<file path="src/rtl/sos_cascade_tdm.sv">
// rtl/sos_cascade_tdm.sv - NSEC cascaded DF-I biquads for NCH TDM channels on one shared MAC
// One product per cycle: five MAC cycles plus one write-back cycle per section.
module sos_cascade_tdm #(
    parameter int WI   = 5,
    parameter int WF   = 11,
    parameter int NSEC = 2,
    parameter int NCH  = 4,
    localparam int W   = WI + WF,
    localparam int CW  = (NCH > 1) ? $clog2(NCH) : 1,
    localparam int AW  = $clog2(5 * NSEC)
) (
    input  logic                CLK,
    input  logic                nReset,
    input  logic signed [W-1:0] din,
    input  logic [CW-1:0]       din_ch,
    input  logic                in_valid,
    output logic                in_ready,
    output logic signed [W-1:0] dout,
    output logic [CW-1:0]       dout_ch,
    output logic                out_valid,
    input  logic                out_ready,
    input  logic                coef_we,
    input  logic [AW-1:0]       coef_addr,
    input  logic signed [W-1:0] coef_data,
    input  logic                clr_state,
    output logic                ovf
);
    localparam int ACCW = 2 * W + 3;
    localparam int SW   = (NSEC > 1) ? $clog2(NSEC) : 1;
    localparam int IW   = (NCH * NSEC > 1) ? $clog2(NCH * NSEC) : 1;
    localparam int NST  = 1 << IW;
    localparam int NCO  = 1 << AW;
    localparam logic signed [ACCW-1:0] YMAX = (ACCW'(1) <<< (W - 1)) - ACCW'(1);
    localparam logic signed [ACCW-1:0] YMIN = -YMAX - ACCW'(1);

    typedef enum logic [1:0] {S_IDLE, S_MAC, S_WB, S_OUT} state_t;

    state_t                 state_q, state_d;
    logic [2:0]             k_q, k_d;
    logic [SW-1:0]          sec_q, sec_d;
    logic [CW-1:0]          ch_q, ch_d, dout_ch_q, dout_ch_d;
    logic signed [W-1:0]    x0_q, x0_d, dout_q, dout_d;
    logic signed [ACCW-1:0] acc_q, acc_d, rnd;
    logic                   ovf_q, ovf_d, ready_q;

    logic signed [W-1:0]    coef_q [NCO];
    logic signed [W-1:0]    x1_q [NST];
    logic signed [W-1:0]    x2_q [NST];
    logic signed [W-1:0]    y1_q [NST];
    logic signed [W-1:0]    y2_q [NST];

    logic [IW-1:0]          idx;
    logic [AW-1:0]          cidx;
    logic signed [W-1:0]    opnd, y_sat;
    logic signed [2*W-1:0]  prod;
    logic                   sat, clr, coef_wr, wb;

    assign out_valid = (state_q == S_OUT);
    assign in_ready  = ready_q && (state_q == S_IDLE) && !out_valid && !clr_state;
    assign dout      = dout_q;
    assign dout_ch   = dout_ch_q;
    assign ovf       = ovf_q;
    assign clr       = clr_state && (state_q == S_IDLE);
    assign coef_wr   = coef_we && (state_q == S_IDLE) && (int'(coef_addr) < 5 * NSEC);
    assign wb        = (state_q == S_WB);

    always_comb begin
        idx  = IW'(int'(ch_q) * NSEC + int'(sec_q));
        cidx = AW'(int'(sec_q) * 5 + int'(k_q));
        case (k_q)
            3'd0:    opnd = x0_q;
            3'd1:    opnd = x1_q[idx];
            3'd2:    opnd = x2_q[idx];
            3'd3:    opnd = y1_q[idx];
            default: opnd = y2_q[idx];
        endcase
        prod = (2 * W)'(coef_q[cidx]) * (2 * W)'(opnd);
        // Round half up, then clamp to the W-bit output range.
        rnd   = (acc_q + ACCW'(1 << (WF - 1))) >>> WF;
        sat   = 1'b0;
        y_sat = W'(rnd);
        if (rnd > YMAX) begin
            sat   = 1'b1;
            y_sat = W'(YMAX);
        end else if (rnd < YMIN) begin
            sat   = 1'b1;
            y_sat = W'(YMIN);
        end
    end

    always_comb begin
        state_d   = state_q;
        k_d       = k_q;
        sec_d     = sec_q;
        ch_d      = ch_q;
        x0_d      = x0_q;
        acc_d     = acc_q;
        dout_d    = dout_q;
        dout_ch_d = dout_ch_q;
        ovf_d     = ovf_q;
        case (state_q)
            S_IDLE: begin
                if (clr) ovf_d = 1'b0;
                if (in_valid && in_ready) begin
                    state_d = S_MAC;
                    k_d     = 3'd0;
                    sec_d   = '0;
                    ch_d    = (int'(din_ch) >= NCH) ? CW'(NCH - 1) : din_ch;
                    x0_d    = din;
                end
            end
            S_MAC: begin
                if (k_q == 3'd0)      acc_d = ACCW'(prod);
                else if (k_q < 3'd3)  acc_d = acc_q + ACCW'(prod);
                else                  acc_d = acc_q - ACCW'(prod);
                if (k_q == 3'd4) begin
                    state_d = S_WB;
                    k_d     = 3'd0;
                end else begin
                    k_d = k_q + 3'd1;
                end
            end
            S_WB: begin
                x0_d = y_sat;
                if (sat) ovf_d = 1'b1;
                if (sec_q == SW'(NSEC - 1)) begin
                    state_d   = S_OUT;
                    dout_d    = y_sat;
                    dout_ch_d = ch_q;
                end else begin
                    state_d = S_MAC;
                    sec_d   = sec_q + SW'(1);
                end
            end
            default: begin
                if (out_ready) state_d = S_IDLE;
            end
        endcase
    end

    always_ff @(posedge CLK or negedge nReset) begin
        if (!nReset) begin
            state_q   <= S_IDLE;
            k_q       <= '0;
            sec_q     <= '0;
            ch_q      <= '0;
            x0_q      <= '0;
            acc_q     <= '0;
            dout_q    <= '0;
            dout_ch_q <= '0;
            ovf_q     <= 1'b0;
            ready_q   <= 1'b0;
        end else begin
            state_q   <= state_d;
            k_q       <= k_d;
            sec_q     <= sec_d;
            ch_q      <= ch_d;
            x0_q      <= x0_d;
            acc_q     <= acc_d;
            dout_q    <= dout_d;
            dout_ch_q <= dout_ch_d;
            ovf_q     <= ovf_d;
            ready_q   <= 1'b1;
        end
    end

    // Each section resets to a unity-gain passthrough (b0 = 1.0).
    always_ff @(posedge CLK or negedge nReset) begin
        if (!nReset) begin
            for (int i = 0; i < NCO; i++)
                coef_q[AW'(i)] <= ((i % 5 == 0) && (i < 5 * NSEC)) ? W'(1 << WF) : '0;
            for (int i = 0; i < NST; i++) begin
                x1_q[IW'(i)] <= '0;
                x2_q[IW'(i)] <= '0;
                y1_q[IW'(i)] <= '0;
                y2_q[IW'(i)] <= '0;
            end
        end else begin
            if (clr) begin
                for (int i = 0; i < NST; i++) begin
                    x1_q[IW'(i)] <= '0;
                    x2_q[IW'(i)] <= '0;
                    y1_q[IW'(i)] <= '0;
                    y2_q[IW'(i)] <= '0;
                end
            end else if (wb) begin
                x2_q[idx] <= x1_q[idx];
                x1_q[idx] <= x0_q;
                y2_q[idx] <= y1_q[idx];
                y1_q[idx] <= y_sat;
            end
            if (coef_wr) coef_q[coef_addr] <= coef_data;
        end
    end
endmodule

</file>
<file path="config.mk">
export PLATFORM = sky130hd
export DESIGN_NAME = sos_cascade_tdm
export DESIGN_NICKNAME = d
export VERILOG_FILES = /design/src/rtl/sos_cascade_tdm.sv
export SDC_FILE = /design/constraint.sdc
export NUM_CORES = 2
export LEC_CHECK = 0
export CORE_UTILIZATION = 50
export CTS_CLUSTER_SIZE = 28
export DETAILED_ROUTE_END_ITERATION = 8
export PLACE_DENSITY_LB_ADDON = 0.1
export SYNTH_ARGS = -nofsm -noshare
export SYNTH_HDL_FRONTEND = slang
export SYNTH_SLANG_ARGS = --single-unit
</file>
<file path="constraint.sdc">
create_clock -name CLK -period 31 [get_ports CLK]
set_input_delay 6.2 -clock CLK [delete_from_list [all_inputs] [get_ports CLK]]
set_output_delay 6.2 -clock CLK [all_outputs]
set_load 0.1 [all_outputs]
</file>
==> impl_metrics.yaml <==
status:
  status: "completed"
placement:
  numPortBuffers: 64
  place_area_mm2: 0.0502
  place.gp.congestion: 0.837
  hpwl_um: 85400
layout:
  layout.nets: 4750
  fin_area_mm2: 0.0530
  drive_gt1_share_pct: 11.2
  nFillCells: 8088
  seqCellArea_mm2: 0.0231
  area_growth_pct: 11.3
  multi_input_area_mm2: 0.0228
clock_tree:
  cts_sinks: 847
  cts_buffers: 91
  cts_resized: 0
  postCtsSetupBuffers: 0
  cts_root_buf: "clkbuf_16"
  clk_pin_slew_ns: 0.06
  clockBufferDepth: 3
  clkLatencyLatePin_ns: 0.69
  cts_hold_buf: 0
  h-tree-depth: 3
  cts_tree: "done"
grt:
  grt_max_degree: 144
  grt_usage_pct: 27.5
  grt_pass1_wl_um: 202000
  antenna_found_initial: 0
  grt_pass1_vias: 32860
  gr-total-overflow: 0
yosys:
  yosys_warnings: 0
  synth_area_mm2: 0.0476
  synthDominantAreaCellType: "dfrtp_1"
  synthFlopType: "dfrtp_1"
  yosys.cell_types.count: 87
  synth_area_leaders: "dfrtp_1, edfxtp_1, fa_1"
  synth_edf_count: 384
  synth_most_common_cell: "dfrtp_1"
  ys_seq_area_share_pct: 48.5
  synthTopCellsByCount: "dfrtp_1, edfxtp_1, nand2_1"
  syn_area_per_cell_um2: 11.3
  synthCells: 4228
  ys_ff_latch: 847
  netlist.area_leader.share_pct: 24.2
  postSynth.asyncResetShare_pct: 54.7
floorplan:
  coreArea_mm2: 0.0939
  start_util_pct: 50.7
  fp.dieArea_mm2: 0.0965
  ioPinCount: 65
  die_w_um: 311
  rows: 112
  die_h_um: 311
setup_path:
  critPathArrivalTime_ns: 8.50
  r2r-end: "acc_q[34]"
  critPathKind: "input pin to output port"
  cp_max_fo: 3
  cp_common_cell: "clkdlybuf4s50_1"
  path_cells: "clkdlybuf4s50_1, nor4b_1, clkdlybuf4s50_1"
  r2r_start: "ch_q[0]"
  critPathCaptureType: "output port"
  cpMaxStageDelayCell: "clkdlybuf4s50_1"
  reg2reg_setup_slack_ns: 17.93
  rr_worst_depth: 44
  cpPeakStageDelay_ns: 1.23
  setup.worst_path.start_class: "input pin"
  worstPathRequired_ns: 24.80
drt:
  route.detailed.drc: 0
  via_per_inst: 5.83
  firstDrtPassIters: 8
  wl_per_cell_um: 23.2
  drt_wl_total_um: 131000
  ant_nets: 0
  dr.first_iter.drc_count: 2773
  vias: 32913
worst_hold_path:
  hold_depth: 2
  holdPathEnd: "ovf"
  hold_path.class: "flop to flop"
  hold_start: "ovf"
timing:
  fin_crit_ns: 14.70
  rsz0062_at_grt: "no"
  report.final.setup_viol: 0
  timing.fmax_mhz: 68.0
  worstMarginPinSlew_ns: 1.18
  slew_violations: 0
  fin_setup_tns_ns: 0
  fin_skew_ns: 0.0532
  slew_headroom_pct: 21.4
  min_period_over_period_pct: 47.4
  hold_viol_final: 0
run:
  cap_viol_max_count: 0
cell families (layout without fill, tap and decap cells):
| family | count (synthesis) | after routing | share of synthesized area, % |
|---|---|---|---|
| buf+inv | 622 | 693 | 4.92 |
| other cells | 2 | 98 | 0.0158 |
| compound gates | 906 | 906 | 12.0 |
| xor+xnor | 106 | 106 | 1.95 |
| simple gates | 1143 | 1143 | 11.4 |
| mux | 213 | 213 | 6.72 |
| flops | 847 | 847 | 48.5 |
| fa+ha+maj | 389 | 389 | 14.4 |
cell usage in the layout (no fill, tap or decap), drive strengths merged, types with 17 or more instances in the layout:
| cell | Yosys | final |
|---|---|---|
| and4 | 17 | 17 |
| clkbuf | 204 | 142 |
| inv | 370 | 371 |
| dfrtp | 461 | 461 |
| o22ai | 47 | 47 |
| ha | 125 | 125 |
| a221oi | 26 | 26 |
| mux4 | 72 | 72 |
| o21ai | 319 | 319 |
| fa | 264 | 264 |
| nor4 | 18 | 18 |
| a22o | 24 | 24 |
| a22oi | 160 | 160 |
| a211oi | 17 | 17 |
| a21o | 30 | 30 |
| nand4 | 19 | 19 |
| xor2 | 50 | 50 |
| buf | 46 | 88 |
| clkinv | 2 | 27 |
| edfxtp | 384 | 384 |
| nand2 | 380 | 380 |
| nand3 | 258 | 258 |
| xnor2 | 56 | 56 |
| nor2 | 209 | 209 |
| o21a | 31 | 31 |
| a21oi | 155 | 155 |
| conb | 2 | 97 |
| nor2b | 58 | 58 |
| nor3 | 21 | 21 |
| nand2b | 58 | 58 |
| mux2 | 133 | 133 |
| and3 | 33 | 33 |
| and2 | 19 | 19 |
| clkdlybuf4s50 | 0 | 63 |
layer usage:
| metal | GRT usage [%] | up-vias | share of wire [%] | routed length, um |
|---|---|---|---|---|
| li1 | - | 15010 | - | - |
| met5 | 0 | - | 0 | 0 |
| met1 | 36.6 | 16766 | 42 | 54700 |
| met3 | 3.60 | 216 | 5.3 | 6920 |
| met4 | 8.78 | 0 | 3.4 | 4420 |
| met2 | 46.8 | 921 | 50 | 65300 |
registers in the layout, indices dropped and copies added (netlist names):
signal	count
x1_q	128
state_q	2
coef_q	256
x2_q	128
ready_q	1
dout_ch	2
acc_q	35
ovf	1
y2_q	128
ch_q	2
x0_q	16
y1_q	128
k_q	3
sec_q	1
dout	16
critical path: cells and delay by family:
kind / cells / cell delay, ns
AND/OR/NAND/NOR: 1 / 0.50
buffers and inverters: 2 / 1.78
cell type report:
| class | instances | area share [%] |
|---|---|---|
| Clock inverter | 28 | 0.479 |
| Tap cell | 1254 | 2.96 |
| Multi-Input combinational cell | 2854 | 43.0 |
| Sequential cell | 847 | 43.6 |
| Clock buffer | 142 | 4.84 |
| Inverter | 372 | 2.63 |
| Antenna cell | 1 | 0.00472 |
| Timing Repair Buffer | 151 | 2.50 |
per-stage QoR:
stage          setup slack [ns]  utilization, %  hold slack (ns)  instances
4_1_cts                   16.28            56.5            0.482       5648
3_5_place_dp              16.31            53.5            0.470       5478
6_report                  16.30            56.5            0.481       5649
2_1_floorplan             15.43               -            0.456       4323
3_3_place_gp              16.25            53.5            0.462       5478
5_1_grt                   16.25            56.5            0.505       5648
worst max path at each step:
stage / startpoint / to / slack, ns / cells after the start
final: clr_state / in_ready / 16.30 / 3
after global routing: clr_state / in_ready / 16.25 / 3
after CTS: clr_state / in_ready / 16.28 / 3
after detailed placement: clr_state / in_ready / 16.31 / 3
after global placement: clr_state / in_ready / 16.25 / 3
after floorplan: clr_state / in_ready / 15.43 / 1
Power is left out: the tool's default activity adds up to more than one toggle a clock period on the data nets, which glitch-free logic cannot reach.
